===== config.mk =====
export PLATFORM = sky130hd
export DESIGN_NAME = iter_muldiv_16
export DESIGN_NICKNAME = d
export VERILOG_FILES = /design/src/rtl/iter_muldiv_16.sv
export SDC_FILE = /design/constraint.sdc
export NUM_CORES = 1
export LEC_CHECK = 0
export ABC_AREA = 1
export CORE_UTILIZATION = 40
export CTS_BUF_LIST = sky130_fd_sc_hd__clkbuf_16
export CTS_CLUSTER_SIZE = 14
export DETAILED_ROUTE_END_ITERATION = 16
export PLACE_DENSITY_LB_ADDON = 0.12
export SLEW_MARGIN = 20
export SYNTH_ARGS = -nofsm -noshare
export SYNTH_HDL_FRONTEND = slang
export SYNTH_SLANG_ARGS = --single-unit

===== constraint.sdc =====
create_clock -name clk -period 3.6 [get_ports clk]
set_clock_uncertainty 0.1 [all_clocks]
set_input_delay 0.72 -clock clk [delete_from_list [all_inputs] [get_ports clk]]
set_output_delay 0.72 -clock clk [all_outputs]
set_load 0.02 [all_outputs]

===== src/rtl/iter_muldiv_16.sv =====
// Iterative multiply/divide unit: one shift-add (MUL) or restoring shift-subtract (DIV) step per clock.
// Optional signed operation (op[2]) is compiled in with `define ITER_MULDIV_SIGNED_EN.
module iter_muldiv_16 #(
  parameter int WIDTH  = 16,
  parameter int ADDR_W = 4
) (
  input  logic              clk,
  input  logic              rst,
  input  logic              in_valid,
  output logic              in_ready,
  input  logic [2:0]        op,
  input  logic [WIDTH-1:0]  a,
  input  logic [WIDTH-1:0]  b,
  input  logic [ADDR_W-1:0] dst,
  output logic              out_valid,
  input  logic              out_ready,
  output logic [WIDTH-1:0]  res,
  output logic [ADDR_W-1:0] res_dst,
  output logic              div_by_zero,
  output logic              busy
);

  localparam int CNT_W = $clog2(WIDTH);
  localparam logic [CNT_W-1:0] LAST = CNT_W'(WIDTH - 1);
  localparam logic [WIDTH-1:0] ONE = WIDTH'(1);

  typedef enum logic [1:0] {IDLE, RUN, DONE} state_t;

  state_t              state;
  logic [CNT_W-1:0]    cnt;
  logic [WIDTH-1:0]    hi;
  logic [WIDTH-1:0]    lo;
  logic [WIDTH-1:0]    mcand;
  logic [1:0]          op_r;
  logic [ADDR_W-1:0]   dst_r;
  logic                dz_r;

  logic [WIDTH-1:0]    hi_n, lo_n, raw, res_fin;
  logic [WIDTH:0]      sum, rem_try;
  logic [WIDTH-1:0]    rem_sub;
  logic                ge;
  logic [WIDTH-1:0]    a_mag, b_mag;

  // hi:lo is the product (MUL) or remainder:dividend/quotient (DIV)
  always_comb begin
    sum     = {1'b0, hi} + (lo[0] ? {1'b0, mcand} : '0);
    rem_try = {hi, lo[WIDTH-1]};
    ge      = rem_try >= {1'b0, mcand};
    rem_sub = rem_try[WIDTH-1:0] - mcand;
    hi_n    = '0;
    lo_n    = '0;
    if (op_r[1]) begin
      hi_n = ge ? rem_sub : rem_try[WIDTH-1:0];
      lo_n = {lo[WIDTH-2:0], ge};
    end else begin
      hi_n = sum[WIDTH:1];
      lo_n = {sum[0], lo[WIDTH-1:1]};
    end
    raw = op_r[0] ? hi_n : lo_n;
  end

`ifdef ITER_MULDIV_SIGNED_EN
  logic neg_r;
  logic sa, sb, neg_in;

  // High half of a negated double-width product borrows only when the low half is zero
  function automatic logic [WIDTH-1:0] sign_fix(input logic [WIDTH-1:0] r,
                                                input logic [WIDTH-1:0] lo_part,
                                                input logic [1:0]       opc,
                                                input logic             neg);
    if (!neg)
      return r;
    if (opc == 2'b01)
      return ~r + {{(WIDTH-1){1'b0}}, (lo_part == '0)};
    return ~r + ONE;
  endfunction

  always_comb begin
    sa     = op[2] & a[WIDTH-1];
    sb     = op[2] & b[WIDTH-1];
    a_mag  = sa ? (~a + ONE) : a;
    b_mag  = sb ? (~b + ONE) : b;
    neg_in = op[1] ? (op[0] ? sa : ((sa ^ sb) & (b != '0))) : (sa ^ sb);
  end

  assign res_fin = sign_fix(raw, lo_n, op_r, neg_r);

  always_ff @(posedge clk) begin
    if (rst)
      neg_r <= 1'b0;
    else if (state == IDLE && in_valid)
      neg_r <= neg_in;
  end
`else
  logic unused_sign;
  assign unused_sign = op[2];
  assign a_mag   = a;
  assign b_mag   = b;
  assign res_fin = raw;
  logic unused_one;
  assign unused_one = ONE[0];
`endif

  always_ff @(posedge clk) begin
    if (rst) begin
      state       <= IDLE;
      cnt         <= '0;
      hi          <= '0;
      lo          <= '0;
      mcand       <= '0;
      op_r        <= '0;
      dst_r       <= '0;
      dz_r        <= 1'b0;
      in_ready    <= 1'b1;
      busy        <= 1'b0;
      out_valid   <= 1'b0;
      res         <= '0;
      res_dst     <= '0;
      div_by_zero <= 1'b0;
    end else begin
      case (state)
        IDLE: begin
          if (in_valid) begin
            hi       <= '0;
            lo       <= op[1] ? a_mag : b_mag;
            mcand    <= op[1] ? b_mag : a_mag;
            op_r     <= op[1:0];
            dst_r    <= dst;
            dz_r     <= op[1] & (b == '0);
            cnt      <= '0;
            in_ready <= 1'b0;
            busy     <= 1'b1;
            state    <= RUN;
          end
        end
        RUN: begin
          hi  <= hi_n;
          lo  <= lo_n;
          cnt <= cnt + 1'b1;
          if (cnt == LAST) begin
            res         <= res_fin;
            res_dst     <= dst_r;
            div_by_zero <= dz_r;
            out_valid   <= 1'b1;
            state       <= DONE;
          end
        end
        DONE: begin
          if (out_ready) begin
            out_valid <= 1'b0;
            in_ready  <= 1'b1;
            busy      <= 1'b0;
            state     <= IDLE;
          end
        end
        default: state <= IDLE;
      endcase
    end
  end

endmodule


=== After elaboration in Yosys (flattened, before gate mapping) ===
Cells that the tools add are included.

* Flip-flop bits (word level): 85
* Input port bits: 43
* Output and inout bits: 24
* Word-level logic and storage cells: 61

* Add/subtract/negate cells: 3
* Order comparisons: 1
* Equal/unequal tests: 6
* Mux-type cells: 25
* Bitwise gates (word level): 1
* Reduce and logical (&&, ||, !) cells: 11

{| class="wikitable"
|+ Operators with widths
! kind !! count
|-
| two-way mux 16 bit || 9
|-
| case mux 16 bit (2 select lines) || 2
|-
| adder 16 x 16 -> 17 bit || 1
|-
| >= comparator 17 x 16 -> 1 bit || 1
|-
| zero test 16 bit || 1
|-
| subtractor 16 bit || 1
|-
| AND reduction 3 bit || 3
|-
| case mux 4 bit (2 select lines) || 1
|-
| two-way mux 2 bit || 3
|-
| inequality test 2 bit (second input constant) || 3
|-
| case mux 1 bit (2 select lines) || 3
|-
| case mux 2 bit (3 select lines) || 1
|-
| AND reduction 2 bit || 3
|-
| nonzero test 2 bit || 3
|-
| two-way mux 1 bit || 5
|-
| adder 4 x 1 -> 4 bit (second input constant) || 1
|-
| == test 4 bit (second input constant) || 1
|-
| two-way mux 4 bit || 1
|-
| == test 2 x 1 -> 1 bit (second input constant) || 1
|-
| == test 2 bit (second input constant) || 1
|-
| zero test 2 bit || 1
|-
| AND 1 bit || 1
|}

=== Longest topological paths before layout ===
Gate-level depths: netlist of the first run.

* Word-level depth: 4
* Mapped depth: 18
* Mapped depth without buffers: 16

=== Least setup slack after synthesis of the first run ===
Ideal clock, no wire load.

* Kind: flip-flop to flip-flop
* From: reg lo[0]
* To: reg res[11]
* Data arrival time: 2,279 ps
* Setup slack: 1,089 ps
* Stages on the path, launching flop included: 18
* Clock period less this slack: 2,511 ps
* Cells stage by stage: dfxtp_1 clkbuf_1 clkbuf_1 nand2_1 inv_1 ha_1 inv_1 fa_1 inv_1 nand3_1 nand2_1 nand4_1 nand3_1 nand2_1 nand3_1 nand4_1 nand2_1 a21oi_1

* Cells in the longest elaborated chain, start to end: 4

{| class="wikitable"
|+ RTL lines
! what !! line !! RTL
|-
| from (decl) || 32 || <nowiki>logic [WIDTH-1:0] lo;</nowiki>
|-
| from (signal assigned) || 125 || <nowiki>lo <= op[1] ? a_mag : b_mag;</nowiki>
|-
| from (signal assigned) || 138 || <nowiki>lo <= lo_n;</nowiki>
|-
| two-way mux 16 bit || 46 || <nowiki>sum = {1'b0, hi} + (lo[0] ? {1'b0, mcand} : '0);</nowiki>
|-
| adder 16 x 16 -> 17 bit || 46 ||
|-
| two-way mux 16 bit || 52 || <nowiki>if (op_r[1]) begin</nowiki>
|-
| two-way mux 16 bit || 59 || <nowiki>raw = op_r[0] ? hi_n : lo_n;</nowiki>
|-
| to (signal assigned) || 141 || <nowiki>res <= res_fin;</nowiki>
|-
| to (decl) || 17 || <nowiki>output logic [WIDTH-1:0] res,</nowiki>
|}

Every way passes these cells.
A chain may end at the register's enable or synchronous reset.

=== Worst setup path after layout of the first run ===
Same ends and word-level chain as after synthesis.

==> flow_metrics.tcl, run 1 <==
set metrics [dict create \
    rsz0062_at_grt "false" \
    clockBufferDepth 2 \
    pwr-share-seq_pct 39.2 \
    initial_core_util_pct 41.5 \
    overflow 0 \
    p_total_mw 2.64 \
    cts_made_buffers 9 \
    antenna_found_initial 0 \
    grt_pass1_wl_mm 31.1 \
    synth_top_area_cell "dfxtp_1" \
    worst_pin_slew_ns 1.07 \
    drc 0 \
    drive_gt1_share_pct 3.57 \
    dpl.hpwl_mm 14.9 \
    grt_pass1_vias 6048 \
    switchingPower_mw 0.834 \
    yosys-top-cells-area "dfxtp_1 27%, nand2_1 23%, inv_1 9.8%" \
    ys_ff_latch 85 \
    synth-edff-count 0 \
    dieHeight_microns 128 \
    clock_latency_ns 0.35 \
    totalWireLength_mm 19.2 \
    hold_violations 0 \
    p_sw_share_pct 31.6 \
    layout_common_cells "383 x nand2_1, 166 x inv_1, 85 x dfxtp_1, 66 x nand3_1, 65 x clkdlybuf4s50_1" \
    relSlewSlack_pct 28.8 \
    crit_type "register to register" \
    ant_nets 0 \
    synth_cells 1072 \
    critPathMaxFanout 5 \
    pin_count 67 \
    p_clk_share_pct 39.4 \
    rows 45 \
    synth_area_sq_um 6380 \
    yosys_warnings 0 \
    max_freq_mhz 356 \
    worstPathArrival_ns 2.93 \
    cts_tree "built" \
    tns_ns 0 \
    drt_iter0_drc 355 \
    ys.flop_type "dfxtp_1" \
    end_kind "register" \
    drtPass1Iterations 5 \
    cts_resized 0 \
    diodes 0 \
    grt_use_total_pct 24.4 \
    cts.clk_slew.worst_paths_ns 0.07 \
    area_growth_pct 17.9 \
    cts-htree-levels 3 \
    vias_per_cell 5.01 \
    synth_nets 1150 \
    r2r_slack_ns 0.79 \
    die_x_microns 128 \
    min_path_cells 2 \
    min_from "out_valid" \
    nets 1193 \
    ys_seq_area_share_pct 26.7 \
    cp.required_ns 3.72 \
    reg2reg_depth 15 \
    port_buffers 65 \
    power.internal_mw 1.81 \
    via_count 6661 \
    outcome "finished clean" \
    die_area_sq_um 16500 \
    yosysTopAreaCellShare_pct 26.7 \
    yosys.cell_types.count 38 \
    post_cts_buffers 0 \
    core_area_sq_um 15400 \
    clock-sinks 85 \
    root_buffer "clkbuf_16" \
    hp-class "register to register" \
    ctsHoldBuffers 0 \
    p_comb_share_pct 21.4 \
    drv_cap 0 \
    routedWlPerCell_microns 14.5 \
    holdPathEnd "out_valid" \
    postSynth.asyncResetShare_pct 0 \
    synth_area_per_cell_sq_um 5.95 \
    fin_crit_sh_pct 78.0 \
    gp_congestion 0.927 \
    final-setup-viol-count 0 \
    final_common_cell "nand2_1" \
    r2r-end "res[11]" \
    r2r-start "lo[0]" \
    drv_slew 0 \
    layout_min_cycle_time_ns 2.81 \
    peakVddDrop_mv 0.190 \
    p_per_area_nw_per_um2 351 \
    start_kind "register" \
    grt_max_degree 45 \
    power.leakage_nw 3.78 \
]
-- state kept, by name, summed over array words and instances, names as in the netlist, 2 cells and up --
signal / count
lo: 16
op_r: 2
res_dst: 4
state: 2
cnt: 4
mcand: 16
dst_r: 4
hi: 16
res: 16
-- Yosys cell counts (3+ instances only) --
| master | number |
|---|---|
| a31oi_1 | 17 |
| inv_1 | 166 |
| or2_2 | 6 |
| a21oi_1 | 59 |
| clkbuf_1 | 38 |
| nor2_2 | 3 |
| o221ai_1 | 8 |
| xnor2_1 | 7 |
| nand3_1 | 66 |
| nor2_1 | 60 |
| nor3_1 | 5 |
| xor2_1 | 5 |
| nand4_1 | 25 |
| nor4_1 | 5 |
| dfxtp_1 | 85 |
| o21ai_0 | 55 |
| and2_1 | 3 |
| ha_1 | 33 |
| o311ai_0 | 7 |
| nand2_1 | 383 |
| buf_1 | 3 |
| mux2i_1 | 8 |
| nand3b_1 | 7 |
-- power by group through the flow --
stage	logic, mW	registers (mW)	clock network [mW]
3_3_place_gp	0.562	1.05	0
6_report	0.566	1.04	1.04
3_5_place_dp	0.563	1.05	0
5_1_grt	0.641	1.04	1.09
2_1_floorplan	0.403	1.03	0
4_1_cts	0.565	1.03	1.05
-- layout make-up --
type / instances / area (sq um)
clock inverters: 6 / 96.3
inverters: 168 / 631
flip-flops and latches: 85 / 1700
fillers: 1670 / 7850
clock buffers: 9 / 225
multi-input cells: 775 / 3870
repair buffers: 76 / 733
well taps: 211 / 264
-- cell families after synthesis --
kind of cell / Yosys count / synth area share (%)
AOI/OAI and AO/OA: 151 / 13.4
and+or+nand+nor: 569 / 37.3
adders and majority gates: 35 / 7.10
xor gates and xnor gates: 12 / 1.65
buffers and inverters: 212 / 12.7
DFF: 85 / 26.7
muxes: 8 / 1.25
-- metrics by stage --
stage	util, %	std cells	hold slack, ns	worst slack [ns]	area [sq um]
after CTS	48.9	1330	0.368	0.813	7520
after detailed placement	46.8	1315	0.354	0.829	7200
after global routing	48.9	1330	0.384	0.666	7520
after floorplan	-	1072	0.343	1.09	6380
after global placement	46.8	1315	0.347	0.922	7200
final	48.9	1330	0.364	0.791	7520
-- worst max-delay path, cell delays in order, from the launching register on --
cell     delay [ns]
dfxtp_1        0.49
nand2_1        0.09
inv_1          0.06
ha_1           0.28
inv_1          0.09
fa_1           0.37
inv_1          0.15
nand3_1        0.09
nand2_1        0.12
nand4_1        0.14
nand3_1        0.11
nand2_1        0.05
nand3_1        0.12
nand4_1        0.12
nand2_1        0.20
a21oi_1        0.08
-- worst max path at each step --
stage,start,to,slack [ns],depth (start not counted)
6_report,lo[0],res[11],0.79,15
5_1_grt,lo[0],res[11],0.67,15
4_1_cts,lo[0],res[11],0.81,15
3_5_place_dp,lo[0],res[11],0.83,15
3_3_place_gp,lo[0],res[11],0.92,15
2_1_floorplan,lo[0],res[11],1.09,17
-- per-layer routing --
layer,global-route usage (%),up-vias,wire length [microns]
met2,38.6,166,8510
met3,2.63,21,891
met5,0,-,0
met1,34.3,2965,9440
li1,-,3509,-
met4,8.58,0,401
Power figures use the tool's default switching activity.
==> inputs of run 2 (changes only) <==
==> constraint.sdc (replaced) <==
create_clock -name clk -period 2.3 [get_ports clk]
set_clock_uncertainty 0.1 [all_clocks]
set_input_delay 0.46 -clock clk [delete_from_list [all_inputs] [get_ports clk]]
set_output_delay 0.46 -clock clk [all_outputs]
set_load 0.02 [all_outputs]
==> run 2 against run 1 <==
Against the previous run: wire length grew 14%; core utilization is 10 points higher; critical path depth stayed put; global-route usage rose by 1.4 points; clock-buffer cell count is the same; die area did not move; design area increased by 21%; flip-flop and latch count did not move.
==> flow_metrics.tcl, run 2 (synthesis gave the netlist of run 1 again) <==
set metrics [dict create \
    core_area_sq_um 15400 \
    post-route-util_pct 59.1 \
    grt_use_total_pct 25.8 \
    cts-htree-levels 3 \
    vias_per_cell 5.08 \
    initial_core_util_pct 41.5 \
    layout_min_cycle_time_ns 2.28 \
    cp_top_family "simple AND/OR/NAND/NOR gates" \
    layout_common_cells "326 x nand2_1, 151 x inv_1, 104 x buf_4, 67 x dfxtp_1, 65 x clkdlybuf4s50_1" \
    hold_ws_ns 0.362 \
    worstPathArrival_ns 2.40 \
    hp-class "register to register" \
    r2r_slack_ns 0.02 \
    nets 1295 \
    cts.clk_slew.worst_paths_ns 0.07 \
    critPathMaxFanout 7 \
    power.leakage_nw 4.34 \
    drv_cap 0 \
    end_kind "register" \
    routedWlPerCell_microns 15.3 \
    grt_pass1_vias 6435 \
    outcome "finished clean" \
    peakVddDrop_mv 0.258 \
    pin_count 67 \
    final-setup-viol-count 0 \
    instances_no_fill 1432 \
    clock-sinks 85 \
    antenna_found_initial 0 \
    via_count 7271 \
    overflow 0 \
    p_total_mw 4.40 \
    path_cells "buf_8 -> nand2_4 -> inv_2 -> ha_4 -> buf_4 -> nand2_2 -> inv_1 -> nand2_1 -> nand2_2 -> a21oi_2 -> nand3b_1 -> nand3_2 -> nand4_1 -> nand2_2 -> a21oi_1" \
    seq_area_sq_um 1740 \
    drv_slew 0 \
    worst-path-buf-inv 4 \
    port_buffers 65 \
    dpl.hpwl_mm 16.3 \
    design_area_sq_um 9090 \
    drtPass1Iterations 5 \
    root_buffer "clkbuf_16" \
    relSlewSlack_pct 61.5 \
    gp_congestion 0.905 \
    drive_gt1_share_pct 24.6 \
    worst_pin_slew_ns 0.574 \
    cp_slowest_cell "dfxtp_4" \
    placed_area_sq_um 7920 \
    place_inst 1407 \
    dieHeight_microns 128 \
    die_x_microns 128 \
    grt_pass1_wl_mm 32.7 \
    totalWireLength_mm 21.9 \
    grt_max_degree 45 \
    final_common_cell "nand2_1" \
    area_growth_pct 42.5 \
    multi_input_area_sq_um 4620 \
    drt_iter0_drc 452 \
    cpMostUsedCell "nand2_2" \
    die_area_sq_um 16500 \
    ant_nets 0 \
    start_kind "register" \
    hold_violations 0 \
    ctsHoldBuffers 0 \
    drc 0 \
    fill_cells 1539 \
    diodes 0 \
    clockBufferDepth 2 \
    rows 45 \
    crit_type "register to register" \
    max_freq_mhz 439 \
    rsz0062_at_grt "true" \
    clock_latency_ns 0.35 \
    cp.required_ns 2.42 \
    fin_crit_sh_pct 99.1 \
    cts_tree "built" \
    p_per_area_nw_per_um2 484 \
    cts_made_buffers 9 \
    cpPeakStageDelay_ns 0.37 \
]
## run 2: what timing repair did
| action | 4_1_cts | 5_1_grt |
|---|---|---|
| resized for setup | 46 | 146 |
| setup endpoints to repair | 17 | 33 |
| pin swaps | 8 | 48 |
| buffers inserted | 1 | 7 |
| gates cloned | 2 | 0 |
## run 2: worst paths after layout
path | from | end | cells after the start
min | in_ready | in_ready | 2
max | lo[0] | res[14] | 15
max reg2reg | lo[0] | res[14] | 15
min reg2reg | in_ready | in_ready | 2
## run 2: tightest hold or removal path: stages (launching register included)
cell and delay (ns):
dfxtp_1 0.33, nand2_1 0.05, nand3_1 0.05
## run 2: final cells by class
| class | instances | share of cell area (%) |
|---|---|---|
| timing repair buffer | 177 | 17.0 |
| clock inverter | 6 | 0.798 |
| inverter | 168 | 6.94 |
| sequential | 85 | 19.1 |
| multi-input combinational | 776 | 50.8 |
| tap | 211 | 2.90 |
| clock buffer | 9 | 2.48 |
## run 2: report_power, final
part	internal [mW]	leakage [nW]	switching [mW]
registers	1.54	0.702	0.0583
clock network	0.848	0.136	0.665
logic	0.562	3.50	0.727
## run 2: per-layer routing
layer,part of all wire (%),track usage (%),up-vias
met5,0,0,-
met1,46,35.8,3293
met4,2.3,7.47,0
li1,-,-,3723
met3,5.2,2.30,30
met2,47,42.6,225
## run 2: stage by stage
step | worst slack [ns] | TNS (ns)
4_1_cts | -0.0240 | -0.0514
3_3_place_gp | -0.103 | -0.412
3_5_place_dp | -0.112 | -0.484
6_report | 0.0199 | 0
2_1_floorplan | 0.0159 | 0
5_1_grt | -0.0678 | -0.651
